### src/rtl/turn_pkg.sv
// turn_pkg: state codes, state type and lamp sequence map shared by the turn-signal controller
package turn_pkg;
   typedef logic [2:0] state_t;
   localparam state_t IDEL   = 3'b000;
   localparam state_t LEFT   = 3'b001;
   localparam state_t RIGHT  = 3'b010;
   localparam state_t LBREAK = 3'b011;
   localparam state_t RBREAK = 3'b100;
   localparam state_t BREAK  = 3'b101;
   localparam state_t HAZARD = 3'b110;
   function automatic logic [2:0] seq(input logic [1:0] n);
      return n == 2'd0 ? 3'b000 : n == 2'd1 ? 3'b001 : n == 2'd2 ? 3'b011 : 3'b111;
   endfunction
endpackage

### src/rtl/tail_light_driver_tick_gen.sv
// tick_gen: blink prescaler, one-cycle tick every TICK_DIV cycles, restartable
module tick_gen #(
   parameter int TICK_DIV = 12_500_000
) (
   input  logic CLOCK_50,
   input  logic resetn,
   input  logic restart,
   output logic tick
);
   localparam int W = $clog2(TICK_DIV);
   localparam logic [W-1:0] LAST = W'(TICK_DIV - 1);
   logic [W-1:0] tick_cnt_q, tick_cnt_d;
   // wrap at LAST, restart wins over a coincident tick
   always_comb begin
      tick_cnt_d = (restart || tick_cnt_q == LAST) ? '0 : tick_cnt_q + 1'b1;
      tick = tick_cnt_q == LAST && !restart;
   end
   // prescaler register
   always_ff @(posedge CLOCK_50 or negedge resetn) begin
      if (!resetn) tick_cnt_q <= '0;
      else tick_cnt_q <= tick_cnt_d;
   end
endmodule

### src/rtl/tail_light_driver.sv
// tail_light_driver: state register, sequence counters and registered lamp decode
module tail_light_driver
   import turn_pkg::*;
#(
   parameter int TICK_DIV = 12_500_000
) (
   input  logic       CLOCK_50,
   input  logic       resetn,
   input  logic [2:0] next_state,
   input  logic       reset_count_lb,
   input  logic       reset_count_rb,
   input  logic       reset_count_h,
   output logic [2:0] current_state,
   output logic [9:0] LEDR
);
   state_t     state_q, state_d;
   logic [1:0] lb_q, lb_d, rb_q, rb_d;
   logic       h_q, h_d;
   logic [9:0] led_q, led_d;
   logic [2:0] left, right;
   logic       restart, tick;

   tick_gen #(.TICK_DIV(TICK_DIV)) u_tick (
      .CLOCK_50(CLOCK_50),
      .resetn  (resetn),
      .restart (restart),
      .tick    (tick)
   );

   // next state, counter steps (clear beats tick) and lamp pattern from current registers
   always_comb begin
      state_d = next_state == 3'b111 ? IDEL : next_state;
      restart = state_d != state_q;
      lb_d = reset_count_lb ? 2'd0 : lb_q + {1'b0, tick};
      rb_d = reset_count_rb ? 2'd0 : rb_q + {1'b0, tick};
      h_d = reset_count_h ? 1'b1 : h_q ^ tick;
      left = 3'b000;
      right = 3'b000;
      case (state_q)
         LEFT:    left = seq(lb_q);
         RIGHT:   right = seq(rb_q);
         LBREAK:  begin left = seq(lb_q); right = 3'b111; end
         RBREAK:  begin left = 3'b111; right = seq(rb_q); end
         BREAK:   begin left = 3'b111; right = 3'b111; end
         HAZARD:  begin left = {3{h_q}}; right = {3{h_q}}; end
         default: ;
      endcase
      led_d = {left, 4'b0000, right[0], right[1], right[2]};
   end

   // state, counter and lamp registers
   always_ff @(posedge CLOCK_50 or negedge resetn) begin
      if (!resetn) begin
         state_q <= IDEL;
         lb_q <= 2'd0;
         rb_q <= 2'd0;
         h_q <= 1'b1;
         led_q <= '0;
      end else begin
         state_q <= state_d;
         lb_q <= lb_d;
         rb_q <= rb_d;
         h_q <= h_d;
         led_q <= led_d;
      end
   end

   assign current_state = state_q;
   assign LEDR = led_q;
endmodule
### config.mk
export PLATFORM = sky130hd
export DESIGN_NAME = tail_light_driver
export DESIGN_NICKNAME = d
export VERILOG_FILES = /design/src/rtl/turn_pkg.sv /design/src/rtl/tail_light_driver_tick_gen.sv /design/src/rtl/tail_light_driver.sv
export SDC_FILE = /design/constraint.sdc
export NUM_CORES = 1
export LEC_CHECK = 0
export ABC_CLOCK_PERIOD_IN_PS = 1800
export CAP_MARGIN = 10
export CORE_MARGIN = 3
export CORE_UTILIZATION = 56
export DETAILED_ROUTE_END_ITERATION = 8
export DONT_BUFFER_PORTS = 1
export MAX_ROUTING_LAYER = met4
export PLACE_DENSITY_LB_ADDON = 0.05
export SLEW_MARGIN = 5
export SYNTH_ARGS = -nofsm -noshare
export SYNTH_HDL_FRONTEND = slang
export SYNTH_HIERARCHICAL = 1
export SYNTH_SLANG_ARGS = --single-unit
### constraint.sdc
create_clock -name CLOCK_50 -period 1.8 [get_ports CLOCK_50]
set_input_delay 0.09 -clock CLOCK_50 [delete_from_list [all_inputs] [get_ports CLOCK_50]]
set_output_delay 0.09 -clock CLOCK_50 [all_outputs]
set_load 0.03 [all_outputs]
# --- After elaboration in Yosys (flattened, before gate mapping) ---
# Index checks and enable logic that the tools add are counted.
op_classes:
  add_sub_neg: 3
  multipliers: 0
  div_mod_pow: 0
  order_cmp: 0
  eq_ne: 13
  shifts: 0
  n_mux: 13
  n_bitwise: 1
  reduce_logical: 9
op_table:
  columns: ["operator", "n"]
  rows:
  - ["adder 24 x 1 -> 24 bit, second input constant", 1]
  - ["== test 24 bit, second input constant", 1]
  - ["2-to-1 mux 24 bit", 1]
  - ["2-to-1 mux 3 bit", 7]
  - ["one-hot mux 3 bit (3 select lines)", 2]
  - ["== test 3 bit, second input constant", 4]
  - ["OR reduction 2 bit", 4]
  - ["== test 3 x 2 -> 1 bit, second input constant", 2]
  - ["adder 2 x 1 -> 2 bit", 2]
  - ["== test 2 x 1 -> 1 bit, second input constant", 2]
  - ["== test 2 bit, second input constant", 2]
  - ["logical NOT 2 bit", 2]
  - ["2-to-1 mux 2 bit", 2]
  - ["== test 3 x 1 -> 1 bit, second input constant", 1]
  - ["inequality test 3 bit", 1]
  - ["logical AND 1 bit", 1]
  - ["logical NOT 1 bit", 1]
  - ["logical OR 1 bit", 1]
  - ["2-to-1 mux 1 bit", 1]
  - ["bitwise XOR 1 bit", 1]
totals:
  ff_bits: 38
  latchBits: 0
  ramBits: 0
  mem_bits_ro: 0
  inputBits: 8
  out_inout_bits: 13
  wordCells: 45
  n_memories: 0

# --- Logic depth before layout (Yosys ltp) ---
depth:
  ltp_word: 7
  ltp_mapped: 8
  ltp_nobuf: 8

# --- Hierarchy ---
# The synthesis kept the hierarchy.
by_module_without_submodules:
  columns: ["module", "n_inst", "cells_each", "area_each_um2", "seq_area_each_um2"]
  rows:
  - ["tick_gen", 1, 140, 1266.2, 600.6]
  - ["tail_light_driver", 1, 62, 658.1, 351.6]

# --- Worst setup path after synthesis ---
# OpenSTA, ideal clock, no wires.
synth_timing:
  path_kind: "register to register"
  start: "reg state_q[1], in the netlist current_state[1]"
  end: "reg rb_q[0]"
  setup_ps: 118
  arrival_ps: 1804
  required_ps: 1682
  slack_ps: -121
  stages_incl_launch_ff: 8
  n_path_buf: 1
  period_less_slack_ps: 1921
  cell_sequence: "dfrtp_1 > buf_2 > and3b_1 > a21oi_1 > o32a_1 > nor2_1 > ha_1 > nor2b_1"
synth_via:
  elab_chain_cells: 5
synth_lines:
  columns: ["item", "line_no", "text"]
  rows:
  - ["from (decl)", "tail_light_driver.sv:16", "state_t state_q, state_d;"]
  - ["from (signal assigned)", "tail_light_driver.sv:60", "state_q <= state_d;"]
  - ["inequality test 3 bit", "tail_light_driver.sv:33", "restart = state_d != state_q;"]
  - ["via restart", "tail_light_driver.sv:21", "logic restart, tick;"]
  - ["logical NOT 1 bit", "tail_light_driver_tick_gen.sv:16", "tick = tick_cnt_q == LAST && !restart;"]
  - ["logical AND 1 bit", "tail_light_driver_tick_gen.sv:16", null]
  - ["via tick", "tail_light_driver.sv:21", null]
  - ["adder 2 x 1 -> 2 bit", "tail_light_driver.sv:35", "rb_d = reset_count_rb ? 2'd0 : rb_q + {1'b0, tick};"]
  - ["2-to-1 mux 2 bit", "tail_light_driver.sv:35", null]
  - ["via rb_d[0]", "tail_light_driver.sv:17", "logic [1:0] lb_q, lb_d, rb_q, rb_d;"]
  - ["to (signal assigned)", "tail_light_driver.sv:62", "rb_q <= rb_d;"]
  - ["to (decl)", "tail_light_driver.sv:17", null]
# The timed path passes the listed nets, and every way through them passes these cells.

# --- Worst setup path in the final report ---
layout_timing:
  start: "reg u_tick.tick_cnt_q[0]"
  end: "reg rb_q[1]"
layout_via:
  elab_chain_cells: 4
layout_lines:
  columns: ["item", "line_no", "text"]
  rows:
  - ["from (decl)", "tail_light_driver_tick_gen.sv:12", "logic [W-1:0] tick_cnt_q, tick_cnt_d;"]
  - ["from (signal assigned)", "tail_light_driver_tick_gen.sv:21", "else tick_cnt_q <= tick_cnt_d;"]
  - ["== test 24 bit", "tail_light_driver_tick_gen.sv:16", null]
  - ["logical AND 1 bit", "tail_light_driver_tick_gen.sv:16", null]
  - ["via tick", "tail_light_driver.sv:21", null]
  - ["adder 2 x 1 -> 2 bit", "tail_light_driver.sv:35", null]
  - ["2-to-1 mux 2 bit", "tail_light_driver.sv:35", null]
  - ["via rb_d[1]", "tail_light_driver.sv:17", null]
# The timed path passes the listed nets, and every way through them passes these cells.

==> summary.md <==
| Metric | Value |
|---|---|
| Outcome | `finished with violations` |
| Violations in the final reports | `setup timing` |
| Area growth from synthesis to layout | `34.27%` |
| Number of library cell types mapped by synthesis | `between 40 and 50` |
| I/O Buffers | `0` |
| Placer Congestion | `0.9485` |
| Proportion of total power due to net switching | `between 20% and 30%` |
| Vias in the first global route | `between 1500 and 2000` |
| Most numerous cell in the Yosys netlist | `dfrtp_1` |
| Number of ports placed on the die boundary | `21` |
| Insertion delay of the later-clocked pin in the worst-skew pair | `0.35 ns` |
| Family with the most delay on the worst path | `simple AND/OR/NAND/NOR gates` |
| Total power after layout | `1.606 mW` |
| Floorplan Core Area | `about 3200 um2` |
| Via count of the routed design | `1750` |
| Net Switching | `0.4039 mW` |
| Count of maximum capacitance violations | `0` |
| IR drop worst, VDD | `571.0 uV` |
| Worst-case clock skew | `0.004777 ns` |
| Yosys Warn Count | `6` |
| CTS tree | `done` |
| Crit Path Class | `reg2reg` |
| Cell with the largest stage delay on the worst path | `dfrtp_1` |
| Total CTS buffers | `5` |
| Sequential-to-total area share from yosys stat | `approximately half` |
| Post-DRT Antenna Nets | `0` |
| Worst hold margin | `0.1889 ns` |
| Setup Total Neg Slack | `-0.3784 ns` |
| Post-route DRC | `0` |
| Type of the most critical hold path | `in2async` |
| Peak clock frequency supported by timing | `0.5306 GHz` |
| Min setup slack post-route | `-0.08457 ns` |
| Launch point of the critical path | `u_tick/tick_cnt_q[0]` |
| Cell type with the highest aggregate area in the netlist | `dfrtp_1` |
| Global-route usage over all layers | `between 20% and 30%` |
| Wire length of the first global-routing pass | `7962 um` |
| Worst flop-to-flop path endpoint | `rb_q[1]` |
| Combined buffer and inverter count along the critical path | `0` |
| Final hold viol count | `0` |
| Cell seen most often among critical-path stages | `nand4_1` |
| Final critical delay including setup and external delays | `approximately 1.9 ns` |
| Count of antenna diodes in the layout | `0` |
| Vias/cell | `5.738` |
| Delay contributed by the slowest stage of the critical path | `0.40 ns` |
| Cell count of the worst reg-to-reg path | `8` |
| Fraction of final layout cells sized beyond drive strength 1 | `32.95%` |
| Clock network fraction of total power | `approximately a third` |
| R2r setup slk | `-0.08 ns` |
| Endpoint kind of the worst setup timing path | `flop` |
| Fin nets | `~270` |
| Period utilisation layout | `104.7%` |
| Unrepaired setup endpoints after global routing | `yes` |
| Mean routed wirelength per cell | `15.58 um` |
| Clock Root Buffer | `clkbuf_4` |
| Worst-case clock buffer depth | `2` |
| Cell Chain, Critical Path | `ha_2, nand4_1, nor4_2, nand4_1, nor2_2, ha_1, xnor2_1, nor2_1` |
| Fin area | `2584 um2` |
| Clock slew seen by the registers of the worst setup and hold paths | `0.11 ns` |
| Slew Viols, Final | `0` |
| Initial cell density of the core | `around three fifths` |
| Cell Int Power | `1.202 mW` |
| Sequential cell fraction of total power | `56.6%` |
| Worst-path maximum fanout | `4` |
| Worst Path Required | `2.05 ns` |
| Number of antenna violations at the first check in global routing | `0` |
| Share of Yosys cell area claimed by the top area cell type | `48.11%` |
| Placement-stage cell area | `2163 um2` |
| Synthesized area | `approximately 1900 um2` |
| Die Area | `about 4200 um2` |
| Grt ovf | `0` |
| Floorplan die height | `64.62 um` |
| Startpoint of the most critical register-to-register path | `u_tick/tick_cnt_q[0]` |
| Die X-Extent | `roughly 65 um` |
| Final wirelength | `4753 um` |
| First-pass detailed-route iteration total | `4` |
| Power density over the cells | `approximately 620 nW/um2` |
| Element type at the critical path start | `flop` |
| Cell types occupying the most area after synthesis | `dfrtp_1, xnor2_1, nor2_1, a21oi_1, nand2_1` |
| Leak | `1.090 nW` |
| Relative contribution of combinational cells to total power | `9.5%` |
| #FFs+latches synth | `38` |
| Placement-stage worst setup slack | `-0.08611 ns` |
| Most used flip-flop cell after synthesis | `dfrtp_1` |
| Clock sink total | `38` |
| Synthesized area per cell | `9.526 um2` |
| HPWL after detailed placement | `about 3000 um` |
| Row count | `20` |
| Number of enable flip-flop cells after synthesis | `0` |
| Detailed router's first-iteration violation count | `153` |
| Pin count of the biggest net entering global routing | `39` |
| Number of failing setup endpoints in the final timing report | `7` |
| Gate Count Post-Synth | `202` |
| H-Tree Depth | `2` |
| Data arrival time of the critical path | `between 2 and 2.5 ns` |
| FFs w/ async S/R, synth | `between 90% and 100%` |
| Synth top cells by count | `dfrtp_1, nor2_1, nand2_1` |
layout by cell type (no fill, tap or decap), types with 6 or more instances in the layout:
cell type / instances
o21ai_0: 8
xnor2_1: 11
dfrtp_1: 34
nor2_1: 20
dlygate4sd3_1: 9
a21oi_1: 10
nand2_1: 16
nand4_1: 6
buf_4: 47
inv_1: 7
nand3_1: 9
worst reg2reg max path: stages, from the launching register on:
cell,delay (ns)
dfrtp_1,0.40
ha_2,0.21
nand4_1,0.18
nor4_2,0.26
nand4_1,0.17
nor2_2,0.18
ha_1,0.20
xnor2_1,0.13
nor2_1,0.06
cells by family (layout without fill, tap and decap cells):
kind of cell	Yosys count	in the layout	share of synthesized area, %
xor gates and xnor gates	15	15	6.827
adders and majority gates	3	3	1.951
other	1	4	0.1949
and+or+nand+nor	90	90	24.90
DFF	38	38	49.48
AOI/OAI and AO/OA	37	37	11.77
buffers and inverters	18	74	4.876
power by group through the flow:
stage / sequential, mW / combinational [mW] / clock [mW]
final: 0.908 / 0.153 / 0.545
after global routing: 0.912 / 0.167 / 0.590
after CTS: 0.908 / 0.142 / 0.563
after detailed placement: 0.925 / 0.102 / 0
after global placement: 0.924 / 0.0970 / 0
after floorplan: 0.930 / 0.0718 / 0
worst max path at each step:
stage	endpoint	cells past startpoint
2_1_floorplan	u_tick/tick_cnt_q[21]	5
3_3_place_gp	rb_q[0]	7
3_5_place_dp	rb_q[1]	8
4_1_cts	u_tick/tick_cnt_q[20]	5
5_1_grt	rb_q[1]	8
6_report	rb_q[1]	8
flip-flops by register name, summed over array words and instances, names as in the netlist:
signal,count
u_tick/tick_cnt_q,24
LEDR,6
current_state,3
lb_q,2
rb_q,2
h_q,1
area by class of cell:
class	instances	area, um2
clock buffers	8	78.83
flip-flops and latches	38	955.9
inverters	7	26.28
well taps	44	55.05
repair buffers	59	485.5
fillers	200	569.3
multi-input cells	149	982.2
per-layer routing:
| layer | global-route usage (%) | share of wire [%] | wire [um] |
|---|---|---|---|
| met4 | 10.55 | 2.8 | 133 |
| met5 | - | 0 | 0 |
| met1 | 29.77 | 42 | 1973 |
| met3 | 7.279 | 5.9 | 280 |
| met2 | 42.27 | 50 | 2365 |
metrics by stage:
stage | utilization (%) | cells
floorplan | - | 205
global placement | 68.61 | 268
detailed placement | 68.61 | 268
CTS | 77.78 | 298
global route | 81.94 | 305
finish | 81.94 | 305
repair_timing:
action                     4_1_cts  5_1_grt
setup buffers                   12        7
pin swaps                        1        8
hold buffers                    10        0
hold endpoints to repair        46        0
setup endpoints to repair        7       27
gates resized for setup          3       17
No activity file was read; power rests on OpenSTA's default activity.
